**src/rtl/uart_word_pkg.sv**
```systemverilog
// Shared definitions for the UART word matcher: FSM state encoding, default target word
// and an ASCII letter test used by the byte comparator.
package uart_word_pkg;

   typedef enum logic [1:0] {
      ST_IDLE  = 2'd0,
      ST_MATCH = 2'd1,
      ST_CLR   = 2'd2,
      ST_HOLD  = 2'd3
   } state_t;

   localparam logic [31:0] DEFAULT_WORD = "HELO";

   function automatic logic is_alpha(input logic [7:0] c);
      return ((c >= 8'h41) && (c <= 8'h5A)) || ((c >= 8'h61) && (c <= 8'h7A));
   endfunction

endpackage

```
**src/rtl/uart_word_matcher_char_cmp.sv**
```systemverilog
// Combinational byte comparator; with CASE_FOLD set, ASCII letters compare
// case-insensitively and every other byte value compares exactly.
module char_cmp
   import uart_word_pkg::*;
#(
   parameter bit CASE_FOLD = 1'b0
) (
   input  logic [7:0] i_a,
   input  logic [7:0] i_b,
   output logic       o_eq
);

   function automatic logic [7:0] fold(input logic [7:0] c);
      if (CASE_FOLD && is_alpha(c)) return c & 8'hDF;
      return c;
   endfunction

   assign o_eq = (fold(i_a) == fold(i_b));

endmodule

```
**src/rtl/uart_word_matcher.sv**
```systemverilog
// Watches a received byte stream for a fixed word, then clears/enables the hold
// counter and ignores input until the counter reports completion.
module uart_word_matcher
   import uart_word_pkg::*;
#(
   parameter int unsigned              WORD_LEN  = 4,
   parameter logic [8*WORD_LEN-1:0]    WORD      = DEFAULT_WORD,
   parameter bit                       CASE_FOLD = 1'b0
) (
   input  logic       clk,
   input  logic       rst,
   input  logic [7:0] rx_data,
   input  logic       rx_valid,
   input  logic       hold_done,
   output logic       timer_clr,
   output logic       timer_en,
   output logic       match_pulse,
   output logic       busy,
   output logic [7:0] match_count
);

   localparam int unsigned    IW       = $clog2(WORD_LEN) + 1;
   localparam logic [IW-1:0]  LAST_IDX = IW'(WORD_LEN - 1);

   state_t        r_state;
   logic [IW-1:0] r_index;
   logic          r_timer_clr;
   logic          r_timer_en;
   logic          r_match_pulse;
   logic          r_busy;
   logic [7:0]    r_match_count;

   logic [7:0]    w_char_cur;
   logic [7:0]    w_char_first;
   logic          w_eq_cur;
   logic          w_eq_first;

   always_comb begin
      w_char_cur = '0;
      for (int unsigned i = 0; i < WORD_LEN; i++) begin
         if (r_index == IW'(i)) w_char_cur = WORD[8*(WORD_LEN-1-i) +: 8];
      end
   end

   assign w_char_first = WORD[8*WORD_LEN-1 -: 8];

   char_cmp #(.CASE_FOLD(CASE_FOLD)) u_cmp_cur (
      .i_a  (rx_data),
      .i_b  (w_char_cur),
      .o_eq (w_eq_cur)
   );

   char_cmp #(.CASE_FOLD(CASE_FOLD)) u_cmp_first (
      .i_a  (rx_data),
      .i_b  (w_char_first),
      .o_eq (w_eq_first)
   );

   always_ff @(posedge clk or negedge rst) begin
      if (!rst) begin
         r_state       <= ST_IDLE;
         r_index       <= '0;
         r_timer_clr   <= 1'b0;
         r_timer_en    <= 1'b0;
         r_match_pulse <= 1'b0;
         r_busy        <= 1'b0;
         r_match_count <= '0;
      end else begin
         r_timer_clr   <= 1'b0;
         r_match_pulse <= 1'b0;
         case (r_state)
            ST_IDLE, ST_MATCH: begin
               if (rx_valid) begin
                  if (w_eq_cur) begin
                     if (r_index == LAST_IDX) begin
                        r_state       <= ST_CLR;
                        r_index       <= '0;
                        r_timer_clr   <= 1'b1;
                        r_match_pulse <= 1'b1;
                        r_busy        <= 1'b1;
                        r_match_count <= r_match_count + 8'd1;
                     end else begin
                        r_state <= ST_MATCH;
                        r_index <= r_index + IW'(1);
                     end
                  end else if (w_eq_first) begin
                     // simple restart: a mismatching byte may itself begin a new word
                     r_state <= ST_MATCH;
                     r_index <= IW'(1);
                  end else begin
                     r_state <= ST_IDLE;
                     r_index <= '0;
                  end
               end
            end
            ST_CLR: begin
               r_state    <= ST_HOLD;
               r_timer_en <= 1'b1;
            end
            ST_HOLD: begin
               if (hold_done) begin
                  r_state    <= ST_IDLE;
                  r_timer_en <= 1'b0;
                  r_busy     <= 1'b0;
               end
            end
            default: r_state <= ST_IDLE;
         endcase
      end
   end

   assign timer_clr   = r_timer_clr;
   assign timer_en    = r_timer_en;
   assign match_pulse = r_match_pulse;
   assign busy        = r_busy;
   assign match_count = r_match_count;

endmodule

```
**config.mk**
```make
export PLATFORM = sky130hd
export DESIGN_NAME = uart_word_matcher
export DESIGN_NICKNAME = d
export VERILOG_FILES = /design/src/rtl/uart_word_pkg.sv /design/src/rtl/uart_word_matcher_char_cmp.sv /design/src/rtl/uart_word_matcher.sv
export SDC_FILE = /design/constraint.sdc
export NUM_CORES = 1
export LEC_CHECK = 0
export ABC_AREA = 1
export CORE_ASPECT_RATIO = 1.2
export CORE_MARGIN = 2
export CORE_UTILIZATION = 40
export DETAILED_ROUTE_END_ITERATION = 10
export GPL_TIMING_DRIVEN = 0
export HOLD_SLACK_MARGIN = 0.06
export PLACE_DENSITY = 0.75
export REMOVE_ABC_BUFFERS = 1
export SKIP_LAST_GASP = 1
export SYNTH_ARGS = -nofsm -noshare
export SYNTH_HDL_FRONTEND = slang
export SYNTH_HIERARCHICAL = 1
export SYNTH_SLANG_ARGS = --single-unit
```
**constraint.sdc**
```tcl
create_clock -name clk -period 2.6 [get_ports clk]
set_clock_uncertainty 0.15 [all_clocks]
set_input_delay 0.39 -clock clk [delete_from_list [all_inputs] [get_ports clk]]
set_output_delay 0.39 -clock clk [all_outputs]
set_load 0.1 [all_outputs]
```
==> impl_metrics.env, run 1 <==
export IMPL_status="complete, no violations"
export IMPL_ff2ff_path_depth=14
export IMPL_grt_overflow_total=0
export IMPL_post_place_ws_ns=-0.0649
export IMPL_final_common_cell="nand2_1"
export IMPL_slew_headroom=0.354
export IMPL_final_max_slew_viol_count=0
export IMPL_hold_buffers=0
export IMPL_hold_violations=0
export IMPL_ir_drop_uv=273
export IMPL_ys_ff_latch=16
export IMPL_timing_critical_path_cells="clkdlybuf4s50_1"
export IMPL_final_nets=269
export IMPL_antenna_found_initial=0
export IMPL_vias_per_cell=4.19
export IMPL_max_cap_violations=0
export IMPL_min_period_ns=2.44
export IMPL_drtAntennaViolNets=0
export IMPL_htreeDepth=1
export IMPL_grt_max_degree=17
export IMPL_crit_slowest_cell="clkdlybuf4s50_1"
export IMPL_synth_area_um2=1230
export IMPL_die_area_um2=3540
export IMPL_root_buffer="clkbuf_4"
export IMPL_clock_latency_ns=0.29
export IMPL_track_usage=0.138
export IMPL_die_h_um=64.8
export IMPL_wl_per_cell_um=8.34
export IMPL_hold_class="flip-flop to flip-flop"
export IMPL_yosysWarnings=6
export IMPL_n_fill_cell=292
export IMPL_numCtsBuffers=3
export IMPL_synthFlopType="dfrtp_1"
export IMPL_dr_pass1_iters=4
export IMPL_synth_edf_count=0
export IMPL_setup_slack_ns=0.164
export IMPL_drc_errors=0
export IMPL_grt_pass1_wl_um=3630
export IMPL_first_global_vias=942
export IMPL_holdWs_ns=0.338
export IMPL_seqCellArea_um2=400
export IMPL_hpwlAfterDp_um=1710
export IMPL_setup_violations_final=0
export IMPL_worstSetupPathType="flip-flop to output pin"
export IMPL_core_um2=3000
export IMPL_cts_clk_slew_worst_paths_ns=0.08
export IMPL_max_freq_mhz=411
export IMPL_die_w_um=54.6
export IMPL_area_delta_synth_final_pct=33.2
export IMPL_place_area_um2=1560
export IMPL_seq_area_frac_synth=0.325
export IMPL_cellLeakagePower_nw=0.929
export IMPL_cp_required_ns=2.06
export IMPL_drtIter0Drc=30
export IMPL_synth_avg_cell_area_um2=6.13
export IMPL_finalCritPeriodShare=0.937
export IMPL_routed_wl_um=2390
export IMPL_cts_buffer_depth=2
export IMPL_path_buf_inv=1
export IMPL_io_buffers=23
export IMPL_start_kind="flip-flop"
export IMPL_mostFrequentLayoutCells="75 x nand2_1, 43 x inv_1, 26 x nor2_1, 23 x clkdlybuf4s50_1, 22 x conb_1"
export IMPL_crit_family="buffers and inverters"
export IMPL_hold_depth=2
export IMPL_num_vias=1199
export IMPL_tightest_slew_ns=0.966
export IMPL_cpPeakStageDelay_ns=1.17
export IMPL_ys_async_sr_fraction=1.00
export IMPL_pwr_density_cell_nw_per_um2=337
export IMPL_cp_arrival_ns=1.90
export IMPL_layout_drive_gt1_share=0.0600
export IMPL_initial_utilization=0.410
export IMPL_critPathCaptureType="output pin"
export IMPL_gp_congestion=0.758
export IMPL_diodes=0
export IMPL_worstPathMaxFanout=4
export IMPL_post_route_cell_area_um2=1640
export IMPL_multi_input_area_um2=751
export IMPL_ys_types=22
export IMPL_cts_tree="done"
export IMPL_num_io_pins=24
export IMPL_crit_cells=1
export IMPL_rows=22
export IMPL_synth_cells=201
export IMPL_cts_sinks=16
cells by family (layout without fill, tap and decap cells):
| kind of cell | Yosys count | count (layout) | share of synthesized area |
|---|---|---|---|
| adder cells (fa/ha/maj) | 5 | 5 | 0.0508 |
| AND/OR/NAND/NOR | 117 | 118 | 0.388 |
| flip-flops | 16 | 16 | 0.325 |
| AO/OA/AOI/OAI | 15 | 15 | 0.0701 |
| buffers and inverters | 45 | 73 | 0.146 |
| other | 2 | 22 | 0.00610 |
| XOR/XNOR | 1 | 1 | 0.0132 |
final cells by class:
class	count	share of cell area
Sequential cell	16	0.244
Clock buffer	3	0.0137
Inverter	43	0.0984
Multi-Input combinational cell	161	0.458
Timing Repair Buffer	27	0.159
Tap cell	36	0.0275
timing repair:
| item | CTS | global route |
|---|---|---|
| pin swaps | 0 | 2 |
| gates cloned | 0 | 1 |
| setup endpoints to repair | 5 | 8 |
| setup buffers | 0 | 4 |
| gates resized for setup | 1 | 3 |
through the flow:
step                      std cells  setup TNS (ns)  power, mW   util
after floorplan                 219               0      0.378      -
after global placement          278         -0.0929      0.426  0.521
after detailed placement        278          -0.165      0.428  0.521
after CTS                       281               0      0.553  0.529
after global routing            286         -0.0831      0.590  0.547
final                           286               0      0.553  0.547
power by group:
group | internal [mW] | leakage (nW) | switching, mW
Sequential | 0.259 | 0.218 | 0.00529
Combinational | 0.0519 | 0.697 | 0.109
Clock | 0.0539 | 0.0138 | 0.0742
flip-flops by register name, summed over array words and instances, names as in the netlist:
| name | count |
|---|---|
| match_pulse | 1 |
| match_count | 8 |
| r_index | 3 |
| r_state | 2 |
| busy | 1 |
| timer_en | 1 |
final timing paths:
path                       slack, ns                          to                       start
max in group asynchronous       1.51        timer_en$_DFFE_PN0P_                         rst
max                             0.16              match_count[0]  match_count[0]$_DFFE_PN0P_
min in group asynchronous       0.36  match_count[4]$_DFFE_PN0P_                         rst
min reg2reg                     0.34            busy$_DFFE_PN0P_            busy$_DFFE_PN0P_
min                             0.34            busy$_DFFE_PN0P_            busy$_DFFE_PN0P_
max reg2reg                     0.20  match_count[0]$_DFFE_PN0P_      r_index[0]$_DFFE_PN0P_
Yosys cell counts, types with 2 or more instances:
library cell   n  area [µm²]
inv_1         43         161
o21ai_0        6        30.0
a21oi_1        3        15.0
a31oi_1        3        18.8
nor2_1        27         101
nand4_1        2        12.5
nand2_1       75         282
conb_1         2        7.51
ha_1           5        62.6
nand3_1        7        35.0
dfrtp_1       16         400
nand3b_1       2        15.0
routing by layer:
layer,track usage,vias up,share of wire
met3,0.0138,7,0.034
met5,0,-,0
met1,0.165,496,0.46
li1,-,676,-
met4,0.0656,0,0.026
met2,0.235,20,0.48
Power figures use the tool's default switching activity.
==> run 2: changes to the inputs <==
- CAP_MARGIN: default -> 20
==> results of run 2 <==
Same layout as run 1: the final DEF is identical, and so are final timing and power.
==> run 3: changes to the inputs <==
- CAP_MARGIN: 20 -> default
- CORE_MARGIN: 2 -> default
==> run 3 against run 2 <==
Net effect: sequential share of layout area is 0.056 points higher; first-iteration DRC count is 67% lower; critical path depth stayed put; clock-buffer cell count is 1 higher; register-to-register slack better by 0.06 ns; non-clock buffer count stayed put; routed wire length is 3.8% lower; die area is 6.6% lower; global-route usage is 2.0 points higher; core utilization is 2.5 points higher; total power is 5.9% higher; critical path type unchanged; largest cell class unchanged.
==> impl_metrics.env, run 3 (synthesized netlist as in run 1, its figures left out) <==
export IMPL_drtIter0Drc=10
export IMPL_max_freq_mhz=408
export IMPL_ff2ff_setup_slack_ns=0.26
export IMPL_rsz0062_at_grt="false"
export IMPL_worstPathMaxFanout=4
export IMPL_grt_pass1_wl_um=4050
export IMPL_cp_required_ns=2.06
export IMPL_die_w_um=52.6
export IMPL_finalCritPeriodShare=0.943
export IMPL_switchingPower_mw=0.191
export IMPL_r2r_start="r_index[0]$_DFFE_PN0P_"
export IMPL_worstSetupPathType="flip-flop to output pin"
export IMPL_cpPeakStageDelay_ns=1.17
export IMPL_hold_violations=0
export IMPL_clock_latency_ns=0.28
export IMPL_grt_overflow_total=0
export IMPL_crit_family="buffers and inverters"
export IMPL_antenna_found_initial=0
export IMPL_crit_slowest_cell="clkdlybuf4s50_1"
export IMPL_reg2reg_to="match_count[6]$_DFFE_PN0P_"
export IMPL_post_route_cell_area_um2=1640
export IMPL_status="complete, no violations"
export IMPL_gp_congestion=0.780
export IMPL_largest_register_ffs=8
export IMPL_initial_utilization=0.430
export IMPL_track_usage=0.157
export IMPL_internal_power_mw=0.395
export IMPL_start_kind="flip-flop"
export IMPL_first_global_vias=1067
export IMPL_num_io_pins=24
export IMPL_holdWs_ns=0.346
export IMPL_area_delta_synth_final_pct=32.9
export IMPL_cts_clk_slew_worst_paths_ns=0.09
export IMPL_hold_buffers=0
export IMPL_htreeDepth=1
export IMPL_final_max_slew_viol_count=0
export IMPL_tightest_slew_ns=0.993
export IMPL_cellLeakagePower_nw=0.934
export IMPL_num_vias=1168
export IMPL_cts_tree="done"
export IMPL_max_cap_violations=0
export IMPL_crit_start="match_count[0]$_DFFE_PN0P_"
export IMPL_cp_arrival_ns=1.91
export IMPL_pwr_density_cell_nw_per_um2=358
export IMPL_path_buf_inv=1
export IMPL_grt_max_degree=17
export IMPL_numCtsBuffers=3
export IMPL_die_area_um2=3300
export IMPL_final_nets=268
export IMPL_layout_drive_gt1_share=0.0560
export IMPL_wl_per_cell_um=8.08
export IMPL_root_buffer="clkbuf_4"
export IMPL_ff2ff_path_depth=16
export IMPL_final_common_cell="nand2_1"
export IMPL_diodes=0
export IMPL_drtAntennaViolNets=0
export IMPL_slew_headroom=0.336
export IMPL_hpwlAfterDp_um=1690
export IMPL_die_h_um=62.8
export IMPL_ir_drop_uv=257
export IMPL_combPwrFrac=0.273
export IMPL_crit_cells=1
export IMPL_cts_buffer_depth=2
export IMPL_place_area_um2=1560
export IMPL_io_buffers=23
export IMPL_critPathCaptureType="output pin"
export IMPL_rows=21
export IMPL_p_seq_frac=0.452
export IMPL_timing_critical_path_cells="clkdlybuf4s50_1"
export IMPL_swShare=0.326
export IMPL_dr_pass1_iters=4
export IMPL_cts_sinks=16
export IMPL_hold_class="flip-flop to flip-flop"
export IMPL_mostFrequentLayoutCells="75 x nand2_1, 43 x inv_1, 26 x nor2_1, 23 x clkdlybuf4s50_1, 22 x conb_1"
export IMPL_power_frac_clock=0.276
export IMPL_vias_per_cell=4.11
export IMPL_min_period_ns=2.45
export IMPL_routed_wl_um=2300
export IMPL_setup_violations_final=0
export IMPL_core_um2=2860
export IMPL_cp_endpoint="match_count[0]"
export IMPL_drc_errors=0
run 3: layout make-up:
| type | instances | area, µm² |
|---|---|---|
| Multi-Input combinational cell | 160 | 738 |
| Timing Repair Buffer | 27 | 258 |
| Tap cell | 34 | 42.5 |
| Fill cell | 282 | 1230 |
| Clock buffer | 4 | 36.3 |
| Inverter | 43 | 161 |
| Sequential cell | 16 | 400 |
run 3: what timing repair did:
action                                  CTS  global route
endpoints found under the setup margin    4            10
pin swaps                                 0             2
gates resized for setup                   1             2
setup buffers                             0             4
run 3: per-layer routing:
metal,up-vias,track usage,wire length (µm)
met1,474,0.190,1090
met4,0,0.0592,30
met3,4,0.0243,84
li1,673,-,-
met5,-,0,0
met2,17,0.271,1090
run 3: how the worst min path moves through the flow:
stage,depth (start not counted),slack (ns),to,from
detailed placement,2,0.31,busy$_DFFE_PN0P_,busy$_DFFE_PN0P_
global placement,2,0.32,busy$_DFFE_PN0P_,busy$_DFFE_PN0P_
floorplan,0,-0.06,busy$_DFFE_PN0P_,rst
finish,2,0.35,busy$_DFFE_PN0P_,busy$_DFFE_PN0P_
global route,1,0.38,timer_en$_DFFE_PN0P_,r_state[0]$_DFFE_PN0P_
CTS,1,0.35,timer_en$_DFFE_PN0P_,r_state[0]$_DFFE_PN0P_
run 3: power by group through the flow:
stage	clock network [mW]	logic, mW	registers, mW
2_1_floorplan	0	0.0527	0.326
3_3_place_gp	0	0.158	0.269
3_5_place_dp	0	0.159	0.270
4_1_cts	0.166	0.159	0.265
5_1_grt	0.181	0.178	0.266
6_report	0.162	0.160	0.265
run 3: stage by stage:
step | worst slack [ns] | utilization | instances | power, mW | setup TNS (ns)
3_5_place_dp | -0.0489 | 0.545 | 276 | 0.428 | -0.0958
2_1_floorplan | 0.263 | - | 219 | 0.378 | 0
4_1_cts | 0.0492 | 0.558 | 280 | 0.591 | 0
6_report | 0.149 | 0.571 | 284 | 0.586 | 0
5_1_grt | 0.0158 | 0.571 | 284 | 0.625 | 0
3_3_place_gp | -0.0437 | 0.545 | 276 | 0.427 | -0.0437
